### config.mk
export PLATFORM = sky130hd
export DESIGN_NAME = vsync_module
export DESIGN_NICKNAME = d
export VERILOG_FILES = /design/src/rtl/vsync_module.sv
export SDC_FILE = /design/constraint.sdc
export NUM_CORES = 1
export LEC_CHECK = 0
export ABC_CLOCK_PERIOD_IN_PS = 3700
export CAP_MARGIN = 20
export CORE_ASPECT_RATIO = 0.75
export CORE_MARGIN = 1.5
export CORE_UTILIZATION = 40
export DETAILED_ROUTE_END_ITERATION = 10
export GPL_TIMING_DRIVEN = 0
export PLACE_DENSITY = 0.77
export SLEW_MARGIN = 40
export SYNTH_ARGS = -nofsm -noshare
export SYNTH_HDL_FRONTEND = slang
export SYNTH_SLANG_ARGS = --single-unit
### constraint.sdc
create_clock -name clock -period 3.7 [get_ports clock]
set_input_delay 0.74 -clock clock [delete_from_list [all_inputs] [get_ports clock]]
set_output_delay 0.74 -clock clock [all_outputs]
set_load 0.05 [all_outputs]
### src/rtl/vsync_module.sv
// rtl/vsync_module.sv - vertical raster timing: line counting through sync/back/active/front regions
// Optional: define VSYNC_ACTIVE_LOW_EN to drive vsync active-low.
module vsync_module #(
  parameter int CW = 10
) (
  input  logic          clock,
  input  logic          reset,
  input  logic [CW-1:0] SynchPulse,
  input  logic [CW-1:0] BackPorch,
  input  logic [CW-1:0] ActiveVideo,
  input  logic [CW-1:0] FrontPorch,
  input  logic          LineEnd,
  output logic          vsync,
  output logic          FrameEnd,
  output logic [CW-1:0] yposition
);

`ifdef VSYNC_ACTIVE_LOW_EN
  localparam logic VS_ON = 1'b0;
`else
  localparam logic VS_ON = 1'b1;
`endif

  typedef enum logic [1:0] {
    SYNC   = 2'd0,
    BACK   = 2'd1,
    ACTIVE = 2'd2,
    FRONT  = 2'd3
  } state_t;

  state_t        state, state_n;
  logic [CW-1:0] rcount, rcount_n;
  logic          LineEnd_d;
  logic          line_event;
  logic [CW-1:0] last;
  logic          wrap;

  // Last rcount value of a region; a zero length still yields one line.
  function automatic logic [CW-1:0] last_line(input logic [CW-1:0] len);
    return (len == '0) ? '0 : len - 1'b1;
  endfunction

  assign line_event = LineEnd & ~LineEnd_d;

  always_comb begin
    last = '0;
    unique case (state)
      SYNC:   last = last_line(SynchPulse);
      BACK:   last = last_line(BackPorch);
      ACTIVE: last = last_line(ActiveVideo);
      FRONT:  last = last_line(FrontPorch);
      default: last = '0;
    endcase
  end

  always_comb begin
    state_n  = state;
    rcount_n = rcount;
    wrap     = 1'b0;
    if (line_event) begin
      if (rcount >= last) begin
        rcount_n = '0;
        unique case (state)
          SYNC:   state_n = BACK;
          BACK:   state_n = ACTIVE;
          ACTIVE: state_n = FRONT;
          FRONT: begin
            state_n = SYNC;
            wrap    = 1'b1;
          end
          default: state_n = SYNC;
        endcase
      end else begin
        rcount_n = rcount + 1'b1;
      end
    end
  end

  // Edge detector keeps tracking LineEnd through reset so a strobe held across release is not counted.
  always_ff @(posedge clock) begin
    LineEnd_d <= LineEnd;
    if (reset) begin
      state     <= SYNC;
      rcount    <= '0;
      vsync     <= VS_ON;
      FrameEnd  <= 1'b0;
      yposition <= '0;
    end else begin
      state     <= state_n;
      rcount    <= rcount_n;
      vsync     <= (state_n == SYNC) ? VS_ON : ~VS_ON;
      FrameEnd  <= wrap;
      yposition <= (state_n == ACTIVE) ? rcount_n : '0;
    end
  end

endmodule

==> results of run 1 <==
-- cell type report --
cell class / count / area, µm²
multi-input cells: 214 / 1927
fillers: 382 / 1710
repair buffers: 80 / 696.9
flip-flops and latches: 25 / 500.5
well taps: 72 / 90.09
inverters: 14 / 55.05
clock buffers: 3 / 41.29
plain buffers: 3 / 11.26
clock inverters: 1 / 5.005
-- critical path, stage by stage --
cell and delay, ns:
buf_4 0.14, inv_4 0.06, ha_4 0.13, nand3b_1 0.18, o41ai_4 0.45, o22ai_1 0.19, a21oi_2 0.18, o22ai_2 0.09
ha_1 0.31, nand2b_4 0.15, a211oi_4 0.31, nor3_4 0.08, o41ai_4 0.34, buf_4 0.21, nor4_4 0.05, a311o_1 0.34
-- through the flow --
step / util (%) / worst slack [ns] / cell area [µm²]
2_1_floorplan: - / 0.03627 / 2148
3_3_place_gp: 54.97 / -0.9423 / 2769
3_5_place_dp: 54.97 / -1.076 / 2769
4_1_cts: 61.20 / 0.0009708 / 3083
5_1_grt: 66.05 / -0.1545 / 3327
6_report: 66.05 / -0.1064 / 3327
-- kinds of logic after synthesis --
logic type,Yosys count
AOI/OAI and AO/OA,54
xor gates and xnor gates,29
adders and majority gates,19
muxes,3
buffers and inverters,17
DFF,25
and+or+nand+nor,109
-- Yosys cell counts (2+ instances only) --
master / count / area, µm²
a211oi_1: 3 / 22.52
nand2b_1: 3 / 18.77
nand3b_1: 3 / 22.52
a21oi_1: 9 / 45.04
o221ai_1: 2 / 17.52
nor2b_1: 2 / 12.51
dfxtp_1: 25 / 500.5
o31ai_1: 2 / 15.01
mux2i_1: 3 / 30.03
or3_1: 3 / 18.77
o22a_1: 5 / 43.79
nor2_1: 35 / 131.4
nand3_1: 6 / 30.03
nand2_1: 16 / 60.06
nor4b_1: 2 / 17.52
o21ai_0: 6 / 30.03
or4_1: 2 / 15.01
xor2_1: 14 / 122.6
and3_1: 2 / 12.51
ha_1: 19 / 237.7
inv_1: 14 / 52.55
o41ai_4: 3 / 82.58
a21o_1: 3 / 22.52
nor3_1: 14 / 70.07
xnor2_1: 15 / 131.4
o22ai_1: 5 / 31.28
nand4_1: 4 / 25.02
nor4_4: 2 / 42.54
clkbuf_1: 2 / 7.510
nor3b_1: 2 / 15.01
nor4_1: 6 / 37.54
and2_1: 2 / 12.51
-- flip-flops by register name (all words and copies together), names as in the netlist --
| name | count |
|---|---|
| state | 2 |
| FrameEnd | 1 |
| yposition | 10 |
| LineEnd_d | 1 |
| vsync | 1 |
| rcount | 10 |
-- power groups by stage --
stage                     Clock [W]  Combinational (W)  Sequential, W
after floorplan                   0          0.0000626       0.000278
after global placement            0           0.000140       0.000279
after detailed placement          0           0.000144       0.000279
after CTS                  0.000160           0.000155       0.000272
after global routing       0.000174           0.000194       0.000273
final                      0.000159           0.000183       0.000272
-- worst max path at each step --
| stage | endpoint | slack (ns) | cells after the start |
|---|---|---|---|
| finish | vsync | -0.11 | 16 |
| global route | vsync | -0.15 | 16 |
| CTS | vsync | 0.001 | 14 |
| detailed placement | yposition[1] | -1.08 | 15 |
| global placement | yposition[0] | -0.94 | 15 |
| floorplan | vsync | 0.04 | 14 |
-- layer usage --
layer	global-route usage [%]	vias up	wire, µm
met2	36.63	127	3253
met1	30.82	1105	3030
met4	1.984	0	231
li1	-	1120	-
met3	7.559	28	774
met5	0	-	0
-- repair_timing --
action,CTS,global route
pin swaps,36,44
setup endpoints to repair,24,24
setup buffers,19,8
gates resized for setup,83,77
==> metrics.yaml, run 1 <==
global_routing:
  grt_pass1_vias: 2182
  grt_use_total_pct: 22.82
  grt_pass1_wl_um: 10410
  grt_overflow: 0
  grt_max_degree: 15
  antenna_found_initial: 0
worst_hold_path:
  whs_path_depth: 2
  holdPathEnd: "state[1]"
  worstHoldPathType: "flip-flop to flip-flop"
  min_from: "state[1]"
sta:
  finalHoldViolations: 0
  setup_tns_ns: -0.3857
  slew_viol_final: 0
  timing.final.crit_share_pct: 102.9
  slew_headroom_pct: 60.99
  grt_setup_unrepaired: "yes"
  holdWs_ns: 0.5656
  setup_ws_ns: -0.1064
  max_freq_ghz: 0.2627
  fin_crit_ns: 3.806
  setup_violations: 7
  worstMarginPinSlew_ns: 0.5852
  fin_skew_ns: 0.007143
worst_setup_path:
  worstReg2RegEnd: "vsync"
  required_ns: 3.86
  worstSetupPathType: "input pin to flip-flop"
  endpoint_kind: "flip-flop"
  worst_r2r_path_depth: 12
  reg2reg_from: "state[0]"
  start_kind: "input pin"
  worstPathMaxFanout: 4
  crit_arrival_ns: 3.97
  startpoint: "FrontPorch[0]"
  r2r_slack_ns: 0.30
place:
  routabilityCongestion: 0.8955
  post-dp-hpwl_um: 4532
  portBuffers: 53
  placed_cells: 381
yosys:
  syn_area_per_cell_um2: 8.392
  synthCells: 256
  synth-compound-area-share_pct: 22.07
  synth.area.mux_share_pct: 1.398
  yosys.area_share.simple_pct: 27.37
  synth_top_family_by_area: "simple AND/OR/NAND/NOR gates"
  yosys_warnings: 0
  synthAdderAreaFrac_pct: 11.07
  synth_nets: 318
  seq_area_frac_synth_pct: 23.30
  synth-xor-area-share_pct: 11.82
  syn_area_um2: 2148
  synth_edf_count: 0
  ys_seq_elements: 25
  synth_ff_type: "dfxtp_1"
  synth-async-reset-ratio_pct: 0
  yosysUniqueCellTypes: 54
finish:
  num-nets-final: 403
  area_growth_pct: 54.86
  final_common_cell: "nor2_1"
  finalNonFillerCells: 412
  antenna_cells: 0
  drive_gt1_share_pct: 33.24
  final_cell_mix: "nor2_1 (32), dfxtp_1 (25), buf_4 (23)"
clock_tree:
  clk_path_buf_depth: 2
  insertion_delay_ns: 0.27
  cts_sinks: 25
  ctsHoldBuffers: 0
  htree_levels: 1
  cts_tree: "done"
  numCtsBuffers: 3
  root_buffer: "clkbuf_8"
  path_clk_slew_ns: 0.09
detailed_routing:
  vias: 2380
  routed_via_density: 5.777
  drt-total-wl_um: 7291
  ant_nets: 0
  firstDrtPassIters: 4
  drc: 0
  drt_iter0_markers: 248
  wire_per_inst_um: 17.70
outcome:
  status: "complete, but fails checks"
  violations: "negative setup slack"
power_and_ir_drop:
  p_per_area_nw_per_um2: 184.7
  leakage_nw: 1.331
  finalPower_w: 0.0006143
  switching_share_pct: 29.93
  ir_drop_mv: 0.1764
  combPwrFrac_pct: 29.9
  switchingPower_w: 0.0001839
  p_clk_share_pct: 25.8
  seqPwrFrac_pct: 44.3
  p_int_w: 0.0004305
die:
  rows: 22
  die_h_um: 66.47
  ioPinCount: 55
  dieArea_um2: 5824
  core_area_um2: 5037
  die_w_um: 87.62
  start_util_pct: 42.65
run:
  max-cap-violations: 0
(Power assumes the default switching activity.)
==> run 2, diff against run 1 <==
--- a/config.mk
+++ b/config.mk
@@ -5,7 +5,7 @@
 export SDC_FILE = /design/constraint.sdc
 export NUM_CORES = 1
 export LEC_CHECK = 0
-export ABC_CLOCK_PERIOD_IN_PS = 3700
+export ABC_CLOCK_PERIOD_IN_PS = 3100
 export CAP_MARGIN = 20
 export CORE_ASPECT_RATIO = 0.75
 export CORE_MARGIN = 1.5
@@ -13,7 +13,6 @@
 export DETAILED_ROUTE_END_ITERATION = 10
 export GPL_TIMING_DRIVEN = 0
 export PLACE_DENSITY = 0.77
-export SLEW_MARGIN = 40
 export SYNTH_ARGS = -nofsm -noshare
 export SYNTH_HDL_FRONTEND = slang
 export SYNTH_SLANG_ARGS = --single-unit
==> constraint.sdc (replaced) <==
create_clock -name clock -period 3.1 [get_ports clock]
set_input_delay 0.62 -clock clock [delete_from_list [all_inputs] [get_ports clock]]
set_output_delay 0.62 -clock clock [all_outputs]
set_load 0.05 [all_outputs]
==> run 2 against run 1 <==
Against the previous run:
- the flow still finishes with violations (negative setup slack)
- global-route usage shrank 0.26 points
- clock skew decreased by 0.0053 ns
- cell area grew 2.0%
- highest routed layer unchanged
- largest cell class unchanged
- first-iteration DRC count shrank 62%
- count of clock-buffer cells in the layout rose by 1
==> metrics.yaml, run 2 (synthesis gave the netlist of run 1 again) <==
outcome:
  status: "complete, but fails checks"
  violations: "negative setup slack"
detailed_routing:
  wire_per_inst_um: 16.21
  drt-total-wl_um: 6727
  firstDrtPassIters: 4
  ant_nets: 0
  drt_iter0_markers: 94
  maxUsedRoutingLayer: "met4"
  wl_met1_um: 3104
  met2_length_um: 3143
  routed_via_density: 5.576
  vias: 2314
  drc: 0
  routed-wl-met3_um: 408
sta:
  worstMarginPinSlew_ns: 0.9152
  setup_violations: 24
  holdWs_ns: 0.5934
  slew_headroom_pct: 38.52
  slew_viol_final: 0
  setup_ws_ns: -0.5148
  grt_setup_unrepaired: "yes"
  max_freq_ghz: 0.2766
  finalHoldViolations: 0
  fin_skew_ns: 0.001809
  setup_tns_ns: -8.919
  timing.final.crit_share_pct: 116.6
  fin_crit_ns: 3.615
worst_setup_path:
  worstPathMaxFanout: 7
  crit_arrival_ns: 3.76
  cp_common_cell: "buf_6"
  worst-path-buf-inv: 4
  path_delay_family: "compound AO/OA/AOI/OAI gates"
  r2r_slack_ns: -0.32
  critPathSlowestCell: "a222oi_1"
  required_ns: 3.24
  worstSetupPathType: "input pin to flip-flop"
  slowest_delay_ns: 0.47
  start_kind: "input pin"
  worstSetupPathDepth: 15
  worstReg2RegEnd: "state[1]"
  reg2reg_from: "state[0]"
  endpoint_kind: "flip-flop"
  worst_r2r_path_depth: 14
  path_cells: "buf_8 -> nor4_4 -> nand3b_4 -> o41a_4 -> a222oi_1 -> o22a_1 -> ha_4 -> a41oi_2 -> nor3_4 -> o41ai_4 -> buf_6 -> buf_12 -> buf_6 -> mux2i_1 -> nor2_1"
die:
  ioPinCount: 55
  die_h_um: 66.47
  core_area_um2: 5037
  start_util_pct: 42.65
  rows: 22
  die_w_um: 87.62
  dieArea_um2: 5824
finish:
  top_regs: "rcount x10, yposition x10, state x2"
  num-nets-final: 406
  fin_area_um2: 3395
  antenna_cells: 0
  area_growth_pct: 58.01
  final_cell_mix: "nor2_1 (26), dfxtp_1 (25), buf_4 (23)"
  drive_gt1_share_pct: 33.82
  final_common_cell: "nor2_1"
worst_hold_path:
  whs_path_depth: 2
  holdPathEnd: "rcount[9]"
  min_from: "rcount[9]"
  worstHoldPathType: "flip-flop to flip-flop"
power_and_ir_drop:
  finalPower_w: 0.0007112
  leakage_nw: 1.308
  ir_drop_mv: 0.2737
  p_per_area_nw_per_um2: 209.5
global_routing:
  antenna_found_initial: 0
  grt_use_total_pct: 22.57
  grt_pass1_vias: 2225
  grt_overflow: 0
  grt_pass1_wl_um: 10360
  grt_max_degree: 14
clock_tree:
  numCtsBuffers: 3
  cts_tree: "done"
  path_clk_slew_ns: 0.08
  htree_levels: 1
  clk_path_buf_depth: 2
  insertion_delay_ns: 0.26
  root_buffer: "clkbuf_8"
  cts_sinks: 25
place:
  place_area_um2: 2801
  routabilityCongestion: 0.8992
  portBuffers: 53
  post-dp-hpwl_um: 4377
run:
  max-cap-violations: 0
-- run 2: power breakdown --
group	internal (W)	leakage (nW)	total, W	switching, W
sequential	0.000323	0.202	0.000325	0.00000231
clock	0.0000916	0.0228	0.000183	0.0000911
combinational	0.0000976	1.08	0.000203	0.000106
total	0.000512	1.31	0.000711	0.000199
-- run 2: repair_timing --
action,CTS,global route
hold buffers,0,0
pin swaps,44,14
buffers inserted,24,6
gates resized for setup,131,42
setup endpoints to repair,24,24
-- run 2: worst register-to-register path: stages, from the launching register on --
cell and delay [ns]:
dfxtp_1 0.35, inv_1 0.15, ha_1 0.31, clkbuf_1 0.53, o22ai_2 0.19, ha_1 0.33, nand2b_4 0.15, a211oi_4 0.28
nor3_4 0.09, o41ai_4 0.30, buf_6 0.18, buf_12 0.11, buf_6 0.09, mux2i_1 0.19, nor2_1 0.05
-- run 2: worst max-delay path by stage --
stage,from,slack (ns),to
floorplan,SynchPulse[2],-0.40,yposition[1]
global placement,FrontPorch[1],-1.43,yposition[1]
detailed placement,FrontPorch[1],-1.43,yposition[1]
CTS,ActiveVideo[5],-0.41,state[1]
global route,FrontPorch[6],-0.66,state[1]
finish,ActiveVideo[2],-0.51,state[1]
-- run 2: cell type report --
type                       instances  area, µm²
timing repair buffer              83      737.0
clock buffer                       4      45.04
buffer                             3      11.26
inverter                          14      55.05
sequential                        25      500.5
fill                             392       1643
tap                               72      90.09
multi-input combinational        214       1956
-- run 2: through the flow --
step                utilization (%)  worst slack (ns)  cells
CTS                           64.31           -0.4144    409
global placement              55.61            -1.428    381
finish                        67.39           -0.5148    415
detailed placement            55.61            -1.428    381
global route                  67.39           -0.6563    415
floorplan                         -           -0.4042    256
-- run 2: per-layer routing --
metal	global-route usage (%)	up-vias
li1	-	1117
met1	30.60	1112
met2	37.69	75
met3	4.089	10
met4	4.167	0
met5	0	-
==> run 3, diff against run 2 <==
--- a/config.mk
+++ b/config.mk
@@ -5,6 +5,7 @@
 export SDC_FILE = /design/constraint.sdc
 export NUM_CORES = 1
 export LEC_CHECK = 0
+export ABC_AREA = 1
 export ABC_CLOCK_PERIOD_IN_PS = 3100
 export CAP_MARGIN = 20
 export CORE_ASPECT_RATIO = 0.75
@@ -12,7 +13,8 @@
 export CORE_UTILIZATION = 40
 export DETAILED_ROUTE_END_ITERATION = 10
 export GPL_TIMING_DRIVEN = 0
-export PLACE_DENSITY = 0.77
+export PLACE_DENSITY = 0.76
 export SYNTH_ARGS = -nofsm -noshare
 export SYNTH_HDL_FRONTEND = slang
 export SYNTH_SLANG_ARGS = --single-unit
+export TNS_END_PERCENT = 100
==> run 3 against run 2 <==
Against the previous run:
- the run now ends clean
- largest power group unchanged
- largest cell class unchanged
- core utilization up 0.57 points
- die area up 6.9%
- first-iteration DRC count rose to 3.4 times the previous value
- register-to-register slack better by 0.62 ns
- flip-flop and latch count unchanged
- cell area is 8.9% higher
==> metrics.yaml, run 3 <==
clock_tree:
  numCtsBuffers: 3
  clk_path_buf_depth: 2
  path_clk_slew_ns: 0.09
  htree_levels: 1
  cts_tree: "done"
  cts_sinks: 25
  root_buffer: "clkbuf_8"
  insertion_delay_ns: 0.27
  ctsHoldBuffers: 0
yosys:
  synth_nets: 431
  syn_area_um2: 2303
  synthAdderAreaFrac_pct: 10.32
  seq_area_frac_synth_pct: 21.73
  yosys_warnings: 0
  netlist_top_cells_area: "dfxtp_1 (22%), nand2_1 (13%), ha_1 (10%), nor2_1 (9.3%), inv_1 (9.1%)"
  yosysUniqueCellTypes: 32
  synth.area.mux_share_pct: 0
  synth-async-reset-ratio_pct: 0
  synth_ff_type: "dfxtp_1"
  synth-compound-area-share_pct: 7.224
  synthTopCellsByCount: "nand2_1 (81), nor2_1 (57), inv_1 (56)"
  synth_top_area_share_pct: 21.73
  synth-xor-area-share_pct: 7.605
  synth_top_area_cell: "dfxtp_1"
  yosysMostFrequentCell: "nand2_1"
  ys_seq_elements: 25
  synthCells: 369
  yosys.area_share.simple_pct: 42.80
  synth_top_family_by_area: "simple AND/OR/NAND/NOR gates"
  syn_area_per_cell_um2: 6.242
  synth_edf_count: 0
die:
  die_w_um: 90.63
  rows: 23
  ioPinCount: 55
  die_h_um: 68.72
  dieArea_um2: 6228
  core_area_um2: 5439
  start_util_pct: 42.35
finish:
  finalNonFillerCells: 529
  antenna_cells: 0
  top_regs: "rcount x10, yposition x10, state x2"
  fin_area_um2: 3696
  final_util_pct: 67.95
  area_growth_pct: 60.46
  num-nets-final: 517
  final_common_cell: "nand2_1"
  final_cell_mix: "nand2_1 (59), nor2_1 (43), inv_1 (39)"
  fillers: 385
  drive_gt1_share_pct: 31.94
sta:
  finalHoldViolations: 0
  slew_viol_final: 0
  setup_violations: 0
  fin_crit_ns: 3.086
  max_freq_ghz: 0.3240
  worstMarginPinSlew_ns: 0.5152
  fin_skew_ns: 0.004359
  timing.final.crit_share_pct: 99.55
  slew_headroom_pct: 65.55
detailed_routing:
  wire_per_inst_um: 14.99
  drc: 0
  ant_nets: 0
  vias: 2857
  drt-total-wl_um: 7929
  routed_via_density: 5.401
  firstDrtPassIters: 6
  drt_iter0_markers: 323
worst_hold_path:
  worstHoldPathType: "flip-flop to flip-flop"
worst_setup_path:
  crit_arrival_ns: 3.30
  required_ns: 3.31
  start_kind: "input pin"
  endpoint_kind: "flip-flop"
  worstPathMaxFanout: 5
  worstSetupPathType: "input pin to flip-flop"
outcome:
  status: "complete, no violations"
global_routing:
  grt_use_total_pct: 22.56
  grt_pass1_vias: 2476
  grt_pass1_wl_um: 11290
  antenna_found_initial: 0
  grt_max_degree: 14
  grt_overflow: 0
place:
  post-dp-hpwl_um: 4831
  routabilityCongestion: 0.8432
  placed_cells: 498
  place_area_um2: 2938
  portBuffers: 54
power_and_ir_drop:
  leakage_nw: 1.753
  p_per_area_nw_per_um2: 199.8
  ir_drop_mv: 0.2078
run:
  max-cap-violations: 0
-- run 3: changes by cell type in the layout (fill, tap and decap cells not counted), moves of 12 or more --
cell,previous run,this run
dlymetal6s2s_1,3,20
inv_1,8,39
inv_2,5,20
nand2_1,13,59
nand2_2,1,18
nand3_1,6,22
nand3_2,0,14
nor2_1,26,43
nor3_1,12,0
-- run 3: worst paths after layout --
kind,from,to,slack (ns),cells past startpoint
setup / recovery,ActiveVideo[5],yposition[7],0.01,20
hold / removal,rcount[8],rcount[8],0.63,3
setup reg to reg,state[1],yposition[7],0.30,16
hold reg to reg,rcount[8],rcount[8],0.63,3
-- run 3: per-stage QoR --
step	hold WS (ns)	setup slack (ns)	TNS, ns	total power, W
after floorplan	0.5426	0.2797	0	0.0004128
after global placement	0.5658	-0.5217	-10.66	0.0004928
after detailed placement	0.5869	-0.5510	-11.57	0.0004957
after CTS	0.6301	0.003005	0	0.0007067
after global routing	0.6865	-0.08444	-0.5157	0.0007708
final	0.6263	0.01404	0	0.0007386
-- run 3: report_power, final --
part           total [W]  leakage (nW)  switching, W  internal (W)
Sequential      0.000325         0.202    0.00000246      0.000323
Combinational   0.000220          1.53      0.000120      0.000101
Clock           0.000193        0.0228      0.000101     0.0000919
-- run 3: kinds of logic (layout without fill, tap and decap cells) --
family                   after synthesis  after routing
buffers and inverters                 63            147
adder cells (fa/ha/maj)               19             19
AND/OR/NAND/NOR                      213            214
AO/OA/AOI/OAI                         29             29
XOR/XNOR                              20             20
flip-flops                            25             25
-- run 3: cell type report --
class | instances | area (µm²) | area share, %
tap | 75 | 93.84 | 2.539
timing repair inverter | 1 | 7.507 | 0.2031
timing repair buffer | 79 | 768.2 | 20.79
clock buffer | 4 | 45.04 | 1.219
sequential | 25 | 500.5 | 13.54
buffer | 3 | 20.02 | 0.5416
inverter | 60 | 232.7 | 6.297
multi-input combinational | 282 | 2028 | 54.87
-- run 3: worst max-delay path, cell delays in order --
cell             delay (ns)
clkdlybuf4s50_1        0.42
nor2_1                 0.09
nand2_1                0.09
nor2_4                 0.13
nand3_4                0.10
nand2_4                0.10
clkinvlp_4             0.16
nand2_2                0.09
nand3_2                0.07
a21oi_2                0.16
ha_1                   0.29
nand2_4                0.11
a21oi_4                0.04
nor2_4                 0.11
nand3_4                0.13
nand3_2                0.10
nand2_2                0.07
nor2_4                 0.16
nand2_4                0.12
nor2_2                 0.12
-- run 3: timing repair --
action / 4_1_cts / 5_1_grt
endpoints found under the setup margin: 24 / 24
cloned: 2 / 0
buffers inserted: 18 / 8
pin swaps: 36 / 62
gates resized for setup: 75 / 84
-- run 3: routing by layer --
layer | share of wire [%] | global-route usage [%] | up-vias
met2 | 47 | 39.00 | 168
met4 | 2.5 | 4.563 | 0
met5 | 0 | 0 | -
li1 | - | - | 1342
met1 | 42 | 29.61 | 1324
met3 | 8.6 | 4.496 | 23
